--- src/rtl/uart_rx.sv ---
// 8N1 UART receiver with 16x oversampling, 3-sample majority vote per bit,
// start-glitch rejection and frame-error/break handling.
module uart_rx #(
    parameter int CLK_FREQ   = 100000000,
    parameter int BAUD       = 115200,
    parameter int OVERSAMPLE = 16
) (
    input  logic       clk,
    input  logic       rst_n,
    input  logic       rx,
    output logic [7:0] rx_data,
    output logic       rx_ready,
    output logic       rx_busy,
    output logic       frame_error
);

    localparam int DIV   = CLK_FREQ / (BAUD * OVERSAMPLE);
    localparam int DIV_W = (DIV > 1) ? $clog2(DIV) : 1;
    localparam logic [DIV_W-1:0] DIV_LAST = DIV_W'(DIV - 1);

    typedef enum logic [2:0] {
        S_IDLE,
        S_START,
        S_DATA,
        S_STOP,
        S_BREAK
    } state_t;

    state_t           state_q, state_d;
    logic             rx_meta_q, rxs_q;
    logic [DIV_W-1:0] div_cnt_q, div_cnt_d;
    logic [3:0]       samp_q, samp_d;
    logic [2:0]       bit_idx_q, bit_idx_d;
    logic             v7_q, v7_d;
    logic             v8_q, v8_d;
    logic [7:0]       shift_q, shift_d;
    logic [7:0]       rx_data_q, rx_data_d;
    logic             rx_ready_q, rx_ready_d;
    logic             frame_error_q, frame_error_d;

    logic tick;
    logic vote;
    logic decide;
    logic bit_end;

    always_ff @(posedge clk or negedge rst_n) begin
        if (!rst_n) begin
            rx_meta_q <= 1'b1;
            rxs_q     <= 1'b1;
        end else begin
            rx_meta_q <= rx;
            rxs_q     <= rx_meta_q;
        end
    end

    always_comb begin
        tick    = (div_cnt_q == DIV_LAST);
        vote    = (v7_q & v8_q) | (v7_q & rxs_q) | (v8_q & rxs_q);
        decide  = tick && (samp_q == 4'd9);
        bit_end = tick && (samp_q == 4'd15);

        state_d       = state_q;
        div_cnt_d     = div_cnt_q;
        samp_d        = samp_q;
        bit_idx_d     = bit_idx_q;
        v7_d          = v7_q;
        v8_d          = v8_q;
        shift_d       = shift_q;
        rx_data_d     = rx_data_q;
        rx_ready_d    = 1'b0;
        frame_error_d = 1'b0;

        // Bit timing only runs while a frame is in progress
        if (state_q != S_IDLE) begin
            div_cnt_d = tick ? '0 : div_cnt_q + 1'b1;
            if (tick) begin
                samp_d = samp_q + 4'd1;
                if (samp_q == 4'd7) v7_d = rxs_q;
                if (samp_q == 4'd8) v8_d = rxs_q;
            end
        end

        case (state_q)
            S_IDLE: begin
                div_cnt_d = '0;
                samp_d    = 4'd0;
                if (!rxs_q) state_d = S_START;
            end
            S_START: begin
                if (decide && vote) begin
                    state_d = S_IDLE;
                end else if (bit_end) begin
                    state_d   = S_DATA;
                    bit_idx_d = 3'd0;
                end
            end
            S_DATA: begin
                if (decide) shift_d[bit_idx_q] = vote;
                if (bit_end) begin
                    if (bit_idx_q == 3'd7) state_d = S_STOP;
                    else                   bit_idx_d = bit_idx_q + 3'd1;
                end
            end
            // Decide at mid-stop so a back-to-back start edge is not missed
            S_STOP: begin
                if (decide) begin
                    if (vote) begin
                        rx_data_d  = shift_q;
                        rx_ready_d = 1'b1;
                        state_d    = S_IDLE;
                    end else begin
                        frame_error_d = 1'b1;
                        state_d       = S_BREAK;
                    end
                end
            end
            S_BREAK: begin
                if (rxs_q) state_d = S_IDLE;
            end
            default: state_d = S_IDLE;
        endcase
    end

    always_ff @(posedge clk or negedge rst_n) begin
        if (!rst_n) begin
            state_q       <= S_IDLE;
            div_cnt_q     <= '0;
            samp_q        <= 4'd0;
            bit_idx_q     <= 3'd0;
            v7_q          <= 1'b0;
            v8_q          <= 1'b0;
            shift_q       <= 8'h00;
            rx_data_q     <= 8'h00;
            rx_ready_q    <= 1'b0;
            frame_error_q <= 1'b0;
        end else begin
            state_q       <= state_d;
            div_cnt_q     <= div_cnt_d;
            samp_q        <= samp_d;
            bit_idx_q     <= bit_idx_d;
            v7_q          <= v7_d;
            v8_q          <= v8_d;
            shift_q       <= shift_d;
            rx_data_q     <= rx_data_d;
            rx_ready_q    <= rx_ready_d;
            frame_error_q <= frame_error_d;
        end
    end

    assign rx_data     = rx_data_q;
    assign rx_ready    = rx_ready_q;
    assign frame_error = frame_error_q;
    assign rx_busy     = (state_q != S_IDLE);

endmodule

--- config.mk ---
export PLATFORM = sky130hd
export DESIGN_NAME = uart_rx
export DESIGN_NICKNAME = d
export VERILOG_FILES = /design/src/rtl/uart_rx.sv
export SDC_FILE = /design/constraint.sdc
export NUM_CORES = 1
export LEC_CHECK = 0
export BUFFER_PORTS_ARGS = -buffer_cell sky130_fd_sc_hd__buf_2
export CELL_PAD_IN_SITES_DETAIL_PLACEMENT = 0
export CELL_PAD_IN_SITES_GLOBAL_PLACEMENT = 1
export CORE_ASPECT_RATIO = 0.75
export CORE_MARGIN = 2
export CORE_UTILIZATION = 48
export CTS_CLUSTER_DIAMETER = 40
export DETAILED_ROUTE_END_ITERATION = 6
export PLACE_DENSITY = 0.8
export SLEW_MARGIN = 20
export SYNTH_ARGS = -nofsm -noshare
export SYNTH_HDL_FRONTEND = slang
export SYNTH_SLANG_ARGS = --single-unit
--- constraint.sdc ---
create_clock -name clk -period 2.34 [get_ports clk]
set_clock_uncertainty 0.1 [all_clocks]
set_input_delay 0.351 -clock clk [delete_from_list [all_inputs] [get_ports clk]]
set_output_delay 0.351 -clock clk [all_outputs]
set_load 0.02 [all_outputs]
==> metrics.txt, run 1 <==
status=completed; clk buf depth=2; clock network power share=0.410; drt pass-1 iters=4; remaining antenna violation count=0; row cnt=20; Clk pin slew, worst setup/hold paths=0.07 ns; CP max stage cell=dfrtp_1; Worst-Margin Slew=approximately 0.84 ns; wire per inst=16.1 um; CTS HTree Levels=2; max-cap check violation count=0; antenna cells=0; WP data arrival=between 2 and 2.5 ns; Sink Count=38; area of the multi-input gates=933 um2; most frequent cell after synthesis=dfrtp_1; pins over their slew limit=0; switch share=0.216; unrepaired setup endpoints after global routing=false; gr ovfl total=0; Synth Flop Type=dfrtp_1; synth cell count leaders=dfrtp_1 (36), mux2_2 (18), nor4_1 (11), ha_1 (7), o21ai_0 (7); Seq/Total Area, Yosys=0.486; CTS buffer count=5; CTS Hold Bufs=0; leading post-synthesis cells by cell area=dfrtp_1 (46%), mux2_2 (10%), ha_1 (4.5%); DIE HEIGHT=around 59 um; clock root buffer=clkbuf_8; Post-Route WL=3.90 mm; GRT Total Usage=0.189; antenna violations before repair=0; Distinct cells, synth=43; remaining routing DRC violations=0; gate count of the mapped netlist=~170; Cell Chain, Critical Path=inv_1 > ha_1 > nand4b_4 > a2111oi_4 > buf_4 > mux2_2; Post-CTS Setup Repair Bufs=0; GPL Wtd Cong=approximately 0.78; P&R area growth vs syn=11.9%; Setup-failing EPs final=0; Reg area=about 950 um2; Final min period=2.14 ns; Setup crit end kind=flip-flop; Lkg Pwr=around 1.0 nW; Ys Warns=0; HP Class=in2async; Layout Nets=196; Buffers on Ports=13; Synth Register Bits=38; clock latency on the worst-skew pair=roughly 0.28 ns; DPL Wire Length=~2.8 mm; Pint=between 800 and 900 uW; fillers=~350; Worst slew margin=0.441; sw power=247 uW; number of flops mapped to enable cells by yosys=0; Reg power frac=0.578; Worst VDD drop=0.000315 V; starting DRC count in detailed routing=93; Hold Vio Cnt, Final=0; vias in the first global route=about 1400; CP max stage delay=0.40 ns; Via-to-Cell Ratio=5.86; CORE AREA=0.00398 mm2; wire length of the first global-routing pass=6.70 mm; Starting Density=0.493; layout cells sized above 1=0.299; PwrDens=about 520 mW/mm2; Min Hold Slack=0.0602 ns; share of total power in combinational logic=0.012; Worst Setup Path Type=reg2reg; Avg Inst Size Synth=approximately 11 um2; startpoint types=flip-flop; post_cts resized=0; total power=around 1.1 mW; Post-Route Setup TNS=0 ns; final cycle utilization of the critical path=0.914; CP max FO=11; Mapped Area=roughly 0.0020 mm2; Die ar.=roughly 0.0046 mm2; CP Data Required Time=2.41 ns; fmax=467 MHz; I/O Pins=14; largest net degree at the start of global routing=39; die width=77.8 um; CTS tree=built; FFs w/ async S/R, synth=1.00; routed vias=1419; syn_nets=roughly 180; post-synth top area cell=dfrtp_1; share of the synthesized area in the top cell type=0.459
-- critical path, delay by kind of cell (launching register included) --
family          cells  cell delay, ns
compound gates      1            0.37
fa+ha+maj           1            0.27
flops               1            0.40
mux                 1            0.36
simple gates        1            0.23
buf+inv             2            0.30
-- routing by layer --
| metal | vias to the layer above | track usage | routed length, um |
|---|---|---|---|
| met1 | 716 | 0.251 | 1920 |
| met3 | 7 | 0.0503 | 133 |
| li1 | 676 | - | - |
| met2 | 20 | 0.299 | 1790 |
| met5 | - | 0 | 0 |
| met4 | 0 | 0.0714 | 51 |
-- kinds of logic (layout without fill, tap and decap cells) --
kind of cell | count (synthesis) | in the layout | share of synthesized area
AOI/OAI and AO/OA | 30 | 30 | 0.114
xor gates and xnor gates | 3 | 3 | 0.0134
adders and majority gates | 8 | 8 | 0.0497
buffers and inverters | 19 | 35 | 0.0383
DFF | 38 | 38 | 0.486
muxes | 18 | 18 | 0.103
and+or+nand+nor | 55 | 55 | 0.196
-- through the flow --
step	instances	setup slack (ns)	cell area [um2]	utilization
after floorplan	171	0.410	1960	-
final	242	0.200	2190	0.552
after CTS	242	0.185	2190	0.552
after global placement	234	0.270	2100	0.528
after detailed placement	234	0.210	2100	0.528
after global routing	242	0.0699	2190	0.552
-- registers in the layout, indices dropped and copies added, names as in the netlist --
register,count
rx_data,8
state_q,3
rxs_q,1
rx_meta_q,1
bit_idx_q,3
div_cnt_q,6
frame_error,1
shift_q,8
v8_q,1
v7_q,1
samp_q,4
rx_ready,1
-- cell type report --
| type | count | share of cell area |
|---|---|---|
| Sequential cell | 38 | 0.434 |
| Clock buffer | 6 | 0.0376 |
| Clock inverter | 2 | 0.00570 |
| Tap cell | 55 | 0.0314 |
| Inverter | 7 | 0.0120 |
| Multi-Input combinational cell | 114 | 0.425 |
| Timing Repair Buffer | 20 | 0.0536 |
-- power groups by stage --
stage / registers [mW] / clock network [mW] / logic [mW]
finish: 0.661 / 0.469 / 0.0142
detailed placement: 0.674 / 0 / 0.0152
CTS: 0.661 / 0.479 / 0.0151
global route: 0.661 / 0.511 / 0.0169
floorplan: 0.674 / 0 / 0.000353
global placement: 0.674 / 0 / 0.0144
-- path summary, 6_finish.rpt --
path                               from    endpoint  slack (ns)  depth (start not counted)
setup / recovery           div_cnt_q[1]  rx_data[0]        0.20                          6
hold / removal                    rst_n   samp_q[0]        0.06                          1
setup reg to reg           div_cnt_q[1]  rx_data[0]        0.20                          6
hold reg to reg               rx_meta_q       rxs_q        0.26                          0
max in group asynchronous         rst_n  state_q[0]        1.55                          1
min in group clk                     rx   rx_meta_q        0.06                          1
-- placed cells by master (no fill, tap or decap), types with 2 or more instances in the layout --
master and count:
dfrtp_1 36, mux2_2 18, buf_2 13, nor4_1 11, o21ai_0 7, ha_1 7, buf_4 7, inv_1 6
nor2_1 6, nand3_1 6, nand3b_1 6, a21oi_1 6, clkbuf_8 6, nand4b_1 4, and4b_1 4, a21bo_2 3
o211ai_1 3, o31ai_1 3, nor3_1 2, xor2_1 2, nand2_1 2, or3_1 2, or3b_2 2, nand4_1 2
or4_1 2, or3b_1 2, dfstp_2 2
Note: power is estimated with default switching activity, not from simulation.
==> inputs of run 2 (changes only) <==
CORE_UTILIZATION = 43   (was 48)
PLACE_DENSITY = 0.75   (was 0.8)
clock period = 1.86 ns   (was 2.34 ns; I/O delays follow)
==> metrics.txt, run 2 (synthesized netlist as in run 1, its figures left out) <==
Via-to-Cell Ratio=5.65 (was 5.86); CP max stage cell=a2111oi_4 (was dfrtp_1); Reg2Reg Depth=6 (unchanged); Sink Count=38 (unchanged); die width=82.0 um (was 77.8 um); R2R setup slack=-0.10 ns (was 0.20 ns); hold_sp=rx_meta_q; row cnt=21 (was 20); Final WS setup=-0.101 ns (was 0.200 ns); clock root buffer=clkbuf_8 (unchanged); fmax=510 MHz (was 467 MHz); WHS Endpoint=rxs_q; Layout Utilization=0.641 (was 0.552); fillers=326 (was 347); Buffers on Ports=13 (unchanged); max-cap check violation count=0 (unchanged); CORE AREA=0.00441 mm2 (was 0.00398 mm2); startpoint types=flip-flop (unchanged); Top cell by count, worst path=buf_6; remaining antenna violation count=0 (unchanged); Worst VDD drop=0.000441 V (was 0.000315 V); Worst Setup Path Type=reg2reg (unchanged); Starting Density=0.444 (was 0.493); unrepaired setup endpoints after global routing=true (was false); GRT Total Usage=0.193 (was 0.189); final cycle utilization of the critical path=1.05 (was 0.914); Setup crit end kind=flip-flop (unchanged); P&R area growth vs syn=44.3% (was 11.9%); clock latency on the worst-skew pair=0.29 ns (was 0.28 ns); CP max stage delay=0.40 ns (about the same); status=finished, violations left (was completed); DIE HEIGHT=62.5 um (was 59.4 um); vias in the first global route=1624 (was 1411); starting DRC count in detailed routing=130 (was 93); Layout Nets=237 (was 196); antenna violations before repair=0 (unchanged); CTS HTree Levels=2 (unchanged); Worst-Margin Slew=0.453 ns (was 0.839 ns); Clk pin slew, worst setup/hold paths=0.08 ns (was 0.07 ns); antenna cells=0 (unchanged); Cell Chain, Critical Path=buf_4 > nand3b_1 > a2111oi_4 > buf_6 > buf_6 > mux2_2 (was inv_1 > ha_1 > nand4b_4 > a2111oi_4 > buf_4 > mux2_2); Post-Route WL=4.93 mm (was 3.90 mm); drt pass-1 iters=4 (unchanged); layout cells sized above 1=0.520 (was 0.299); Worst slew margin=0.698 (was 0.441); DPL Wire Length=3.07 mm (was 2.75 mm); Final min period=1.96 ns (was 2.14 ns); gr ovfl total=0 (unchanged); Placement Cell Area=0.00230 mm2 (was 0.00210 mm2); Hold Path Cell Cnt=0; total power=1.57 mW (was 1.14 mW); GPL Wtd Cong=0.876 (was 0.776); routed vias=1605 (was 1419); Hold Vio Cnt, Final=0 (unchanged); commonest non-fill, non-tap cell in the layout=buf_4 (was dfrtp_1); Final Instance Area=0.00283 mm2 (was 0.00219 mm2); remaining routing DRC violations=0 (unchanged); Worst R2R End=rx_data[3] (was rx_data[0]); commonest non-fill, non-tap cells in the layout=buf_4 (39), dfrtp_1 (35), buf_2 (13), mux2_4 (12), nor4_4 (8) (was dfrtp_1 (36), mux2_2 (18), buf_2 (13), nor4_1 (11)); CTS buffer count=5 (unchanged); wire length of the first global-routing pass=7.71 mm (was 6.70 mm); pins over their slew limit=0 (unchanged); CTS tree=built (unchanged); CP Data Required Time=1.93 ns (was 2.41 ns); Lkg Pwr=1.39 nW (was 1.02 nW); Setup-failing EPs final=12 (was 0); failing checks=setup timing; WP data arrival=2.03 ns (was 2.21 ns); largest net degree at the start of global routing=22 (was 39); Die ar.=0.00512 mm2 (was 0.00462 mm2); worst reg2reg path startpoint=state_q[1] (was div_cnt_q[1]); I/O Pins=14 (unchanged); clk buf depth=2 (unchanged); CP max FO=11 (unchanged); HP Class=reg2reg (was in2async); wire per inst=17.3 um (was 16.1 um); PwrDens=556 mW/mm2 (was 521 mW/mm2)
run 2: metrics by stage:
stage	setup TNS, ns	setup slack (ns)	hold WS, ns	instances
2_1_floorplan	-0.435	-0.0436	-0.117	171
3_3_place_gp	-0.929	-0.114	0.154	259
3_5_place_dp	-1.61	-0.133	0.153	259
4_1_cts	-0.0440	-0.0162	0.256	277
5_1_grt	-1.69	-0.147	0.261	284
6_report	-0.710	-0.101	0.259	284
run 2: timing repair:
| item | CTS | global route |
|---|---|---|
| pin swaps | 3 | 7 |
| setup endpoints to repair | 22 | 24 |
| gates resized for setup | 20 | 37 |
| setup buffers | 9 | 8 |
| hold endpoints to repair | 16 | 0 |
| hold buffers | 2 | 0 |
run 2: worst max path at each step:
stage | start | to | slack (ns) | cells past startpoint
after floorplan | samp_q[1] | rx_data[0] | -0.04 | 5
after global placement | samp_q[1] | shift_q[5] | -0.11 | 6
after detailed placement | samp_q[1] | shift_q[7] | -0.13 | 6
after CTS | div_cnt_q[1] | rx_data[3] | -0.02 | 7
after global routing | samp_q[1] | rx_data[2] | -0.15 | 8
final | state_q[1] | rx_data[3] | -0.10 | 6
run 2: per-layer routing:
layer  wire length (um)  vias up  GRT usage
li1                   -      753          -
met1               2400      824      0.279
met2               2340       26      0.299
met3                170        2     0.0448
met4                 18        0     0.0333
met5                  0        -          0
run 2: layout make-up:
type	count	area [um2]	area share
repair buffers	61	483	0.171
clock buffers	6	82.6	0.0292
well taps	57	71.3	0.0252
inverters	7	26.3	0.00928
multi-input cells	114	1180	0.418
flip-flops and latches	38	955	0.337
clock inverters	1	30.0	0.0106
run 2: where the power goes:
group / internal (mW) / switching [mW] / total (mW)
clock: 0.429 / 0.284 / 0.713
combinational: 0.00996 / 0.0198 / 0.0298
sequential: 0.830 / 0.00132 / 0.831
run 2: worst max-delay path: cells and delay by family (launching register included):
family          cells  cell delay (ns)
buf+inv             3             0.47
compound gates      1             0.40
flops               1             0.35
mux                 1             0.33
simple gates        1             0.19
==> inputs of run 3 (changes only) <==
==> constraint.sdc (replaced) <==
create_clock -name clk -period 1.86 [get_ports clk]
set_clock_uncertainty 0.1 [all_clocks]
set_input_delay 0.186 -clock clk [delete_from_list [all_inputs] [get_ports clk]]
set_output_delay 0.186 -clock clk [all_outputs]
set_load 0.02 [all_outputs]
==> metrics.txt, run 3 (synthesized netlist as in run 1, its figures left out) <==
status=finished, violations left (unchanged); failing checks=setup timing (unchanged); final cycle utilization of the critical path=1.04 (was 1.05); CTS tree=built (unchanged); critical path buffer and inverter count=2 (was 3); Place WS=-0.171 ns (was -0.133 ns); Min Hold Slack=0.263 ns (was 0.259 ns); total power=1.46 mW (was 1.57 mW); pins over their slew limit=0 (unchanged); vias in the first global route=1595 (was 1624); remaining antenna violation count=0 (unchanged); remaining routing DRC violations=0 (unchanged); starting DRC count in detailed routing=118 (was 130); Starting Density=0.444 (unchanged); Worst slew margin=0.774 (was 0.698); area of the multi-input gates=0.00121 mm2 (was 0.00118 mm2); I/O Pins=14 (unchanged); Placement Cell Area=0.00230 mm2 (unchanged); Setup-failing EPs final=12 (unchanged); Lkg Pwr=1.38 nW (was 1.39 nW); Setup crit end kind=flip-flop (unchanged); Clk pin slew, worst setup/hold paths=0.07 ns (was 0.08 ns); Reg area=957 um2 (was 955 um2); CTS HTree Levels=2 (unchanged); Sink Count=38 (unchanged); commonest non-fill, non-tap cells in the layout=buf_4 (33), dfrtp_1 (33), mux2_4 (14), buf_2 (13), nor4_4 (8) (was buf_4 (39), dfrtp_1 (35), buf_2 (13), mux2_4 (12), nor4_4 (8)); PwrDens=526 mW/mm2 (was 556 mW/mm2); CTS buffer count=5 (unchanged); Worst Setup Path Type=reg2reg (unchanged); Layout Nets=231 (was 237); CP max stage cell=a2111oi_4 (unchanged); wire per inst=17.4 um (was 17.3 um); fillers=344 (was 326); Via-to-Cell Ratio=5.66 (was 5.65); WP data arrival=2.02 ns (was 2.03 ns); Cell Chain, Critical Path=inv_2 > ha_4 > nand4b_1 > a2111oi_4 > buf_4 > mux2_4 (was buf_4 > nand3b_1 > a2111oi_4 > buf_6 > buf_6 > mux2_2); row cnt=21 (unchanged); GRT Total Usage=0.204 (was 0.193); startpoint types=flip-flop (unchanged); P&R area growth vs syn=41.0% (was 44.3%); Final WS setup=-0.0726 ns (was -0.101 ns); fmax=517 MHz (was 510 MHz); CORE AREA=0.00441 mm2 (unchanged); gr ovfl total=0 (unchanged); HP Class=reg2reg (unchanged); clk buf depth=2 (unchanged); unrepaired setup endpoints after global routing=true (unchanged); crit-path leading delay family=compound AO/OA/AOI/OAI gates (was buffers and inverters); max-cap check violation count=0 (unchanged); CP max stage delay=0.41 ns (was 0.40 ns); clock root buffer=clkbuf_8 (unchanged); CP Data Required Time=1.94 ns (was 1.93 ns); wire length of the first global-routing pass=7.80 mm (was 7.71 mm); Buffers on Ports=13 (unchanged); largest net degree at the start of global routing=39 (was 22); antenna violations before repair=0 (unchanged); layout cells sized above 1=0.495 (was 0.520); Final min period=1.93 ns (was 1.96 ns); DIE HEIGHT=62.5 um (unchanged); die width=82.0 um (unchanged); Post-Route WL=4.86 mm (was 4.93 mm); drt pass-1 iters=4 (unchanged); Worst-Margin Slew=0.336 ns (was 0.453 ns); GPL Wtd Cong=0.899 (was 0.876); Worst VDD drop=0.000411 V (was 0.000441 V); DPL Wire Length=2.96 mm (was 3.07 mm); Die ar.=0.00512 mm2 (unchanged); Final Instance Area=0.00277 mm2 (was 0.00283 mm2); antenna cells=0 (unchanged); Hold Vio Cnt, Final=0 (unchanged); CP max FO=4 (was 11); clock latency on the worst-skew pair=0.30 ns (was 0.29 ns); routed vias=1579 (was 1605)
## run 3: cell count changes in the layout (fill, tap and decap cells not counted), sizes merged
| cell | change |
|---|---|
| buf | -7 |
| nand4b | +1 |
| clkinvlp | +1 |
| bufinv | -1 |
| clkinv | +1 |
## run 3: routing by layer
layer  vias up  track usage  part of all wire
met5         -            0                 0
met4         0       0.0625            0.0099
met3         5       0.0665             0.043
met2        33        0.308              0.47
met1       795        0.277              0.47
li1        746            -                 -
## run 3: final cells by class
class | count | share of cell area
Timing Repair Buffer | 54 | 0.148
Clock buffer | 6 | 0.0299
Sequential cell | 38 | 0.346
Clock inverter | 2 | 0.00452
Multi-Input combinational cell | 115 | 0.436
Inverter | 7 | 0.00950
Tap cell | 57 | 0.0258
## run 3: repair_timing
action                                  4_1_cts  5_1_grt
hold buffers                                  2        0
hold endpoints to repair                     39        0
pin swaps                                     5        7
endpoints found under the setup margin       22       21
resized for setup                            22       33
buffers inserted                              3        5
cloned                                        2        0
## run 3: metrics by stage
step | TNS, ns | instances | util
3_3_place_gp | -0.917 | 259 | 0.521
2_1_floorplan | -0.435 | 171 | -
5_1_grt | -1.49 | 279 | 0.627
6_report | -0.607 | 279 | 0.627
3_5_place_dp | -1.67 | 259 | 0.521
4_1_cts | -0.325 | 274 | 0.580
## run 3: final timing paths
| check | startpoint | depth (start not counted) | slack, ns | endpoint |
|---|---|---|---|---|
| worst min-delay path | rx_meta_q | 0 | 0.26 | rxs_q |
| max in group asynchronous | rst_n | 3 | 1.12 | rx_meta_q |
| worst max-delay path | samp_q[1] | 6 | -0.07 | rx_data[0] |
| worst min register to register | rx_meta_q | 0 | 0.26 | rxs_q |
| worst max register to register | samp_q[1] | 6 | -0.07 | rx_data[0] |
| min in group asynchronous | rst_n | 3 | 0.28 | v8_q |
## run 3: where the power goes
group / internal (mW) / switching (mW)
Clock: 0.298 / 0.298
Sequential: 0.830 / 0.00150
Combinational: 0.0102 / 0.0193
